<file path="config.mk">
export PLATFORM = sky130hd
export DESIGN_NAME = mem_stage
export DESIGN_NICKNAME = d
export VERILOG_FILES = /design/src/rtl/mem_pkg.sv /design/src/rtl/load_align.sv /design/src/rtl/mem_stage.sv
export SDC_FILE = /design/constraint.sdc
export NUM_CORES = 1
export LEC_CHECK = 0
export ABC_AREA = 1
export BUFFER_PORTS_ARGS = -buffer_cell sky130_fd_sc_hd__clkbuf_2
export CAP_MARGIN = 20
export CORE_AREA = 2 2 128 130
export CTS_BUF_LIST = sky130_fd_sc_hd__clkbuf_16
export DETAILED_ROUTE_END_ITERATION = 10
export DIE_AREA = 0 0 130 132
export MAX_ROUTING_LAYER = met4
export PLACE_DENSITY = 0.69
export SYNTH_ARGS = -nofsm -noshare
export SYNTH_HDL_FRONTEND = slang
export SYNTH_SLANG_ARGS = --single-unit
</file>
<file path="constraint.sdc">
create_clock -name clk -period 1.8 [get_ports clk]
set_input_delay 0.36 -clock clk [delete_from_list [all_inputs] [get_ports clk]]
set_output_delay 0.36 -clock clk [all_outputs]
set_load 0.05 [all_outputs]
</file>
<file path="src/rtl/mem_pkg.sv">
// mem_pkg: shared opcodes, FSM states, byte-enable constants and access-size helpers for the MEM stage
package mem_pkg;
  localparam logic [5:0] OP_LB  = 6'h20;
  localparam logic [5:0] OP_LH  = 6'h21;
  localparam logic [5:0] OP_LW  = 6'h23;
  localparam logic [5:0] OP_LBU = 6'h24;
  localparam logic [5:0] OP_LHU = 6'h25;
  localparam logic [5:0] OP_SB  = 6'h28;
  localparam logic [5:0] OP_SH  = 6'h29;
  localparam logic [5:0] OP_SW  = 6'h2B;
  localparam logic [3:0] BE_WORD = 4'b1111;
  localparam logic [3:0] BE_HI   = 4'b1100;
  localparam logic [3:0] BE_LO   = 4'b0011;
  localparam logic [3:0] BE_B0   = 4'b1000;
  typedef enum logic {IDLE, WAIT} state_t;
  function automatic logic is_byte(input logic [5:0] op);
    return op == OP_LB || op == OP_LBU || op == OP_SB;
  endfunction
  function automatic logic is_half(input logic [5:0] op);
    return op == OP_LH || op == OP_LHU || op == OP_SH;
  endfunction
endpackage

</file>
<file path="src/rtl/load_align.sv">
// load_align: big-endian load lane select and sign/zero extension (rdata, off, op -> data)
module load_align
  import mem_pkg::*;
(
  input  logic [31:0] rdata,
  input  logic [1:0]  off,
  input  logic [5:0]  op,
  output logic [31:0] data
);
  logic [7:0]  b;
  logic [15:0] h;
  always_comb begin
    b = off[1] ? (off[0] ? rdata[7:0] : rdata[15:8]) : (off[0] ? rdata[23:16] : rdata[31:24]);
    h = off[1] ? rdata[15:0] : rdata[31:16];
    data = op == OP_LB  ? {{24{b[7]}}, b} :
           op == OP_LBU ? {24'h0, b} :
           op == OP_LH  ? {{16{h[15]}}, h} :
           op == OP_LHU ? {16'h0, h} : rdata;
  end
endmodule

</file>
<file path="src/rtl/mem_stage.sv">
// mem_stage: MEM pipeline stage (EX/MEM fields in, dmem req/ack port, stall/addr_err out, registered MEM/WB fields out)
module mem_stage
  import mem_pkg::*;
#(
  parameter int DMEM_AW = 32
) (
  input  logic               clk,
  input  logic               rst_n,
  input  logic               RegWrite_i,
  input  logic [1:0]         RegData_i,
  input  logic [5:0]         Op_i,
  input  logic [31:0]        ALUResult_i,
  input  logic [31:0]        Data_i,
  input  logic [5:0]         Rd_i,
  input  logic [31:0]        c0Data_i,
  input  logic               mfc0_i,
  input  logic               MemRead_i,
  input  logic               MemWrite_i,
  input  logic               flush,
  output logic               mem_stall,
  output logic               addr_err,
  output logic               dmem_req,
  output logic               dmem_we,
  output logic [DMEM_AW-1:0] dmem_addr,
  output logic [3:0]         dmem_be,
  output logic [31:0]        dmem_wdata,
  input  logic               dmem_ack,
  input  logic [31:0]        dmem_rdata,
  output logic               RegWrite_o,
  output logic [1:0]         RegData_o,
  output logic [31:0]        MemData_o,
  output logic [31:0]        ALUResult_o,
  output logic [5:0]         Rd_o,
  output logic [31:0]        c0Data_o,
  output logic               mfc0_o
);
  state_t      state, state_n;
  logic        kill, kill_n, access, byte_op, half_op, mis, go, done, hold;
  logic [1:0]  a;
  logic [31:0] ld;
  load_align u_align (.rdata(dmem_rdata), .off(a), .op(Op_i), .data(ld));
  always_comb begin
    a          = ALUResult_i[1:0];
    access     = MemRead_i | MemWrite_i;
    byte_op    = is_byte(Op_i);
    half_op    = is_half(Op_i);
    mis        = access & (half_op ? a[0] : ~byte_op & (|a));
    addr_err   = (state == IDLE) & mis & ~flush;
    go         = (state == IDLE) & access & ~mis & ~flush;
    // reset gates the request so an outstanding access vanishes immediately
    dmem_req   = rst_n & ((state == WAIT) | go);
    dmem_we    = dmem_req & MemWrite_i;
    dmem_addr  = {ALUResult_i[DMEM_AW-1:2], 2'b00};
    dmem_be    = byte_op ? BE_B0 >> a : half_op ? (a[1] ? BE_LO : BE_HI) : BE_WORD;
    dmem_wdata = byte_op ? {4{Data_i[7:0]}} : half_op ? {2{Data_i[15:0]}} : Data_i;
    mem_stall  = dmem_req & ~dmem_ack;
    done       = dmem_req & dmem_ack;
    state_n    = state == IDLE ? (mem_stall ? WAIT : IDLE) : (dmem_ack ? IDLE : WAIT);
    // a flush seen while waiting is remembered so the completing edge loads a bubble
    kill_n     = (state_n == WAIT) & (kill | flush);
    hold       = mem_stall | flush | kill;
  end
  always_ff @(posedge clk or negedge rst_n) begin
    if (!rst_n) begin
      state       <= IDLE;
      kill        <= 1'b0;
      RegWrite_o  <= 1'b0;
      RegData_o   <= '0;
      MemData_o   <= '0;
      ALUResult_o <= '0;
      Rd_o        <= '0;
      c0Data_o    <= '0;
      mfc0_o      <= 1'b0;
    end else begin
      state      <= state_n;
      kill       <= kill_n;
      RegWrite_o <= RegWrite_i & ~hold & ~mis;
      if (!hold) begin
        RegData_o   <= RegData_i;
        ALUResult_o <= ALUResult_i;
        Rd_o        <= Rd_i;
        c0Data_o    <= c0Data_i;
        mfc0_o      <= mfc0_i;
        if (done && MemRead_i) MemData_o <= ld;
      end
    end
  end
endmodule

</file>
Word level (Yosys, flattened, before mapping)
Index checks and enable logic that the tools add are counted.
{"block": "classes", "eq_ne": 6, "n_shift": 1, "mux": 17, "bitwise": 25, "n_reduce_logical": 7}
{"operator": "32-bit two-way mux", "count": 6}
{"operator": "6-bit == test (second input constant)", "count": 6}
{"operator": "8-bit two-way mux", "count": 3}
{"operator": "16-bit two-way mux", "count": 1}
{"operator": "1-bit bitwise AND", "count": 14}
{"operator": "4-bit two-way mux", "count": 3}
{"operator": "1-bit inverter", "count": 6}
{"operator": "1-bit OR", "count": 5}
{"operator": "1-bit logical OR", "count": 4}
{"operator": "1-bit two-way mux", "count": 4}
{"operator": "4-bit by 2-bit right shift with 4-bit output (first input constant)", "count": 1}
{"operator": "2-bit AND reduction", "count": 1}
{"operator": "2-bit OR reduction", "count": 1}
{"operator": "1-bit logical AND", "count": 1}
{"block": "totals", "register_bits": 108, "in_bits": 150, "output_inout_bits": 178}

Logic depth before layout (Yosys ltp)
{"block": "logic_depth", "ltp_word": 18, "ltp_mapped": 12, "mapped_depth_nobuf": 10}

Cells and area by module
From an unflattened synthesis, not the netlist that was laid out.
{"block": "unflattened", "cells_unflattened": 827, "hier_area_um2": 6152.2}
{"mod": "mem_stage", "n_inst": 1, "cells_each": 604, "area_per_inst_um2": 5006.1}
{"mod": "load_align", "n_inst": 1, "cells_each": 223, "area_per_inst_um2": 1146.1}

Least setup slack after synthesis
OpenSTA, ideal clock, no wires.
{"block": "synth_path", "path_type": "input to output", "start": "input Op_i[4]", "end": "output dmem_wdata[15]", "arrival_ps": 2158, "required_ps": 1440, "setup_slack_ps": -718, "stages": 8, "path_buffers": 1, "cell_sequence": "inv_1 nand2_1 nor2_1 nand2_1 inv_2 nand2_1 buf_2 o21ai_0"}
{"block": "synth_via", "elab_chain_cells": 4}
{"element": "start: declaration", "line": "mem_stage.sv:11", "source": "input logic [5:0] Op_i,"}
{"element": "6-bit == test", "line": "mem_pkg.sv:17", "source": "return op == OP_LB || op == OP_LBU || op == OP_SB;"}
{"element": "1-bit logical OR", "line": "mem_pkg.sv:17"}
{"element": "1-bit logical OR *", "line": "mem_pkg.sv:17"}
{"element": "32-bit two-way mux *", "line": "mem_stage.sv:55", "source": "dmem_wdata = byte_op ? {4{Data_i[7:0]}} : half_op ? {2{Data_i[15:0]}} : Data_i;"}
{"element": "end: declaration", "line": "mem_stage.sv:26", "source": "output logic [31:0] dmem_wdata,"}
Mark *: on every way between the ends. The rest lies on a longest branch, timed or not.

Worst setup path after layout
{"block": "layout_path", "start": "input Op_i[4]", "end": "output dmem_wdata[29]"}
{"block": "layout_via", "elab_chain_cells": 5}
{"element": "6-bit == test", "line": "mem_pkg.sv:20", "source": "return op == OP_LH || op == OP_LHU || op == OP_SH;"}
{"element": "1-bit logical OR (2 in a row)", "line": "mem_pkg.sv:20"}
{"element": "32-bit two-way mux", "line": "mem_stage.sv:55"}
{"element": "32-bit two-way mux *", "line": "mem_stage.sv:55"}
Marks and branches as above.

==> results.ini <==
[yosys]
ys_seq_area_frac=0.459
ys_types=26
synth_xor_area_frac=0
netlist_instances=811
synth_top_area_cell=dfrtp_1
synth_top_family_by_area=simple AND/OR/NAND/NOR gates
synth_compound_area_frac=0.0427
ys_warn_count=0
synth_simple_gate_area_frac=0.382
ys_seq_elements=108
synth_fa_ha_area_frac=0
muxShareOfSynthArea=0
synth_area_leaders=dfrtp_1 46%, nand2_1 25%, nand3_1 9.3%, buf_4 5.5%, o21ai_0 2.3%
syn_area_sq_mm=0.00589
post_synth.cell_area_avg_sq_um=7.26
synth_top_area_share=0.459

[floorplan]
num_rows=46
die_w_um=130
ioPinCount=328
dieArea_sq_mm=0.0172
start_util=0.375
core_sq_mm=0.0157
die_y_um=132

[run_status]
status=finished, violations left
violations=negative setup slack

[global_routing]
overflow=0
grt_use_total=0.223
grt_pass1_vias=6037
grt_max_degree=61
grt_antenna_before_repair=0
grt_pass1_wl_mm=30.0

[route]
drtAntennaViolNets=0
wl_per_cell_um=14.0
viasPerCell=4.69
drc=0
routed_wirelength_mm=19.0
drt_iter0_drc=340
dr.pass1.iters=6
vias=6366

[timing]
finalClockSkew_ps=14.7
fin_setup_tns_ps=-255
max_freq_mhz=539
tightest_slew_ps=776
fin_crit_sh=1.03
layout_setup_ws_ps=-54.4
slew_headroom=0.483
final_max_slew_viol_count=0
rsz0062_at_grt=true
hold_viol_final=0
period_needed_ps=1850
finalSetupViolCount=9
hold_ws_ps=215

[clock_network]
cts-htree-levels=3
cts.sink_count=108
postCtsHoldBufs=0
clk_pin_slew_ps=70
clkLatencyLatePin_ps=360
cts_tree=yes
root_buffer=clkbuf_16
cts_buffers=9
clock_path_buffers=2

[critical_path]
arrival_ps=1490
max_stage_delay_ps=150
cp.required_ps=1440
crit_path_cell_trace=buf_6, inv_2, nand2_2, nor2_4, nand2_4, inv_6, nand2_8, buf_8, nand2_4, nand2_1, o21ai_1, nand2_2, buf_8
startpoint_type=primary input
endpoint_kind=output port
crit_slowest_cell=buf_8
worstPathMaxFanout=5
crit_type=primary input to output port

[power]
power.total_mw=8.98
peakVddDrop_uv=571
p_per_area_mw_per_mm2=1030
p_leak_nw=5.15

[layout]
syn_to_final_growth_pct=47.9
final_common_cell=nand2_1
regArea_sq_mm=0.00270
final_area_sq_mm=0.00870
multi_input_area_sq_mm=0.00278
drive_gt1_frac=0.424
n_antenna_cell=0
layout_common_cells=356 x nand2_1, 296 x clkbuf_2, 109 x nand3_1
nFillCells=1459
fin_nets=1285

[place]
gp_congestion=0.895
dpl-instance-area_sq_mm=0.00794
dp_hpwl_mm=13.9
numPortBuffers=325

[run]
maxCapViolations=0

[min_path]
hold_class=primary input to async pin

## Yosys cell counts
cell type / instances
nand2_1: 396
nand3_1: 109
dfrtp_1: 108
buf_4: 43
o21ai_0: 27
inv_1: 24
nor2_1: 19
clkbuf_1: 14
buf_2: 13
buf_6: 10
nand4_1: 9
a22oi_1: 7
inv_2: 6
a21oi_1: 5
buf_1: 3
nand2_2: 3
o21ai_1: 3
nand3_2: 2
nor2_2: 2
nor2_4: 2
conb_1: 1
nor3_1: 1
nor4_2: 1
o211ai_1: 1
o21a_1: 1
o21ai_2: 1
## metal layers
layer / up-vias / GRT usage / part of all wire
li1: 3180 / - / -
met2: 228 / 0.366 / 0.51
met4: 0 / 0.0777 / 0.026
met3: 38 / 0.0280 / 0.049
met5: - / - / 0
met1: 2920 / 0.283 / 0.41
## metrics by stage
step	instances	util	setup WS (ps)
floorplan	812	-	-18.0
global placement	1330	0.505	-194
detailed placement	1330	0.505	-207
CTS	1351	0.540	-75.4
global route	1356	0.554	-123
finish	1356	0.554	-54.4
## worst max-delay path, delay by kind of cell
kind | cells | cell delay [ps]
buffers and inverters | 5 | 520
and+or+nand+nor | 7 | 510
AOI/OAI and AO/OA | 1 | 90
## power by group
group	internal, mW	leakage (nW)	switching [mW]
clock	1.25	0.166	0.961
combinational	0.920	3.63	2.78
sequential	2.84	1.35	0.230
total	5.01	5.15	3.97
## cells by family after synthesis
logic type             Yosys count
DFF                            108
other                            1
AOI/OAI and AO/OA               45
and+or+nand+nor                544
buffers and inverters          113
## final cells by class
type | instances | area share
multi-input cells | 591 | 0.319
inverters | 30 | 0.0142
repair buffers | 395 | 0.288
clock buffers | 9 | 0.0259
flip-flops and latches | 108 | 0.311
clock inverters | 7 | 0.0119
well taps | 216 | 0.0311
## state kept, by name, indices dropped and copies added (netlist names)
| name | count |
|---|---|
| mfc0_o | 1 |
| state | 1 |
| MemData_o | 32 |
| RegWrite_o | 1 |
| RegData_o | 2 |
| kill | 1 |
| ALUResult_o | 32 |
| c0Data_o | 32 |
| Rd_o | 6 |
## path summary, 6_finish.rpt
kind                                   start        endpoint  slack (ps)  depth (start not counted)
worst max register to register         state   MemData_o[14]         360                          9
worst max-delay path                 Op_i[4]  dmem_wdata[29]         -50                         13
worst min-delay path                   rst_n            kill         210                          2
worst min register to register  c0Data_o[19]    c0Data_o[19]         470                          2
min in group clk                  RegWrite_i      RegWrite_o         220                          3
max in group asynchronous              rst_n  ALUResult_o[9]        1020                          2
## timing repair
| action | CTS | global route |
|---|---|---|
| buffers inserted | 5 | 6 |
| pin swaps | 6 | 13 |
| endpoints found under the setup margin | 20 | 31 |
| gates resized for setup | 51 | 68 |
| endpoints found under the hold margin | 0 | 0 |
Note: power is estimated with default switching activity, not from simulation.
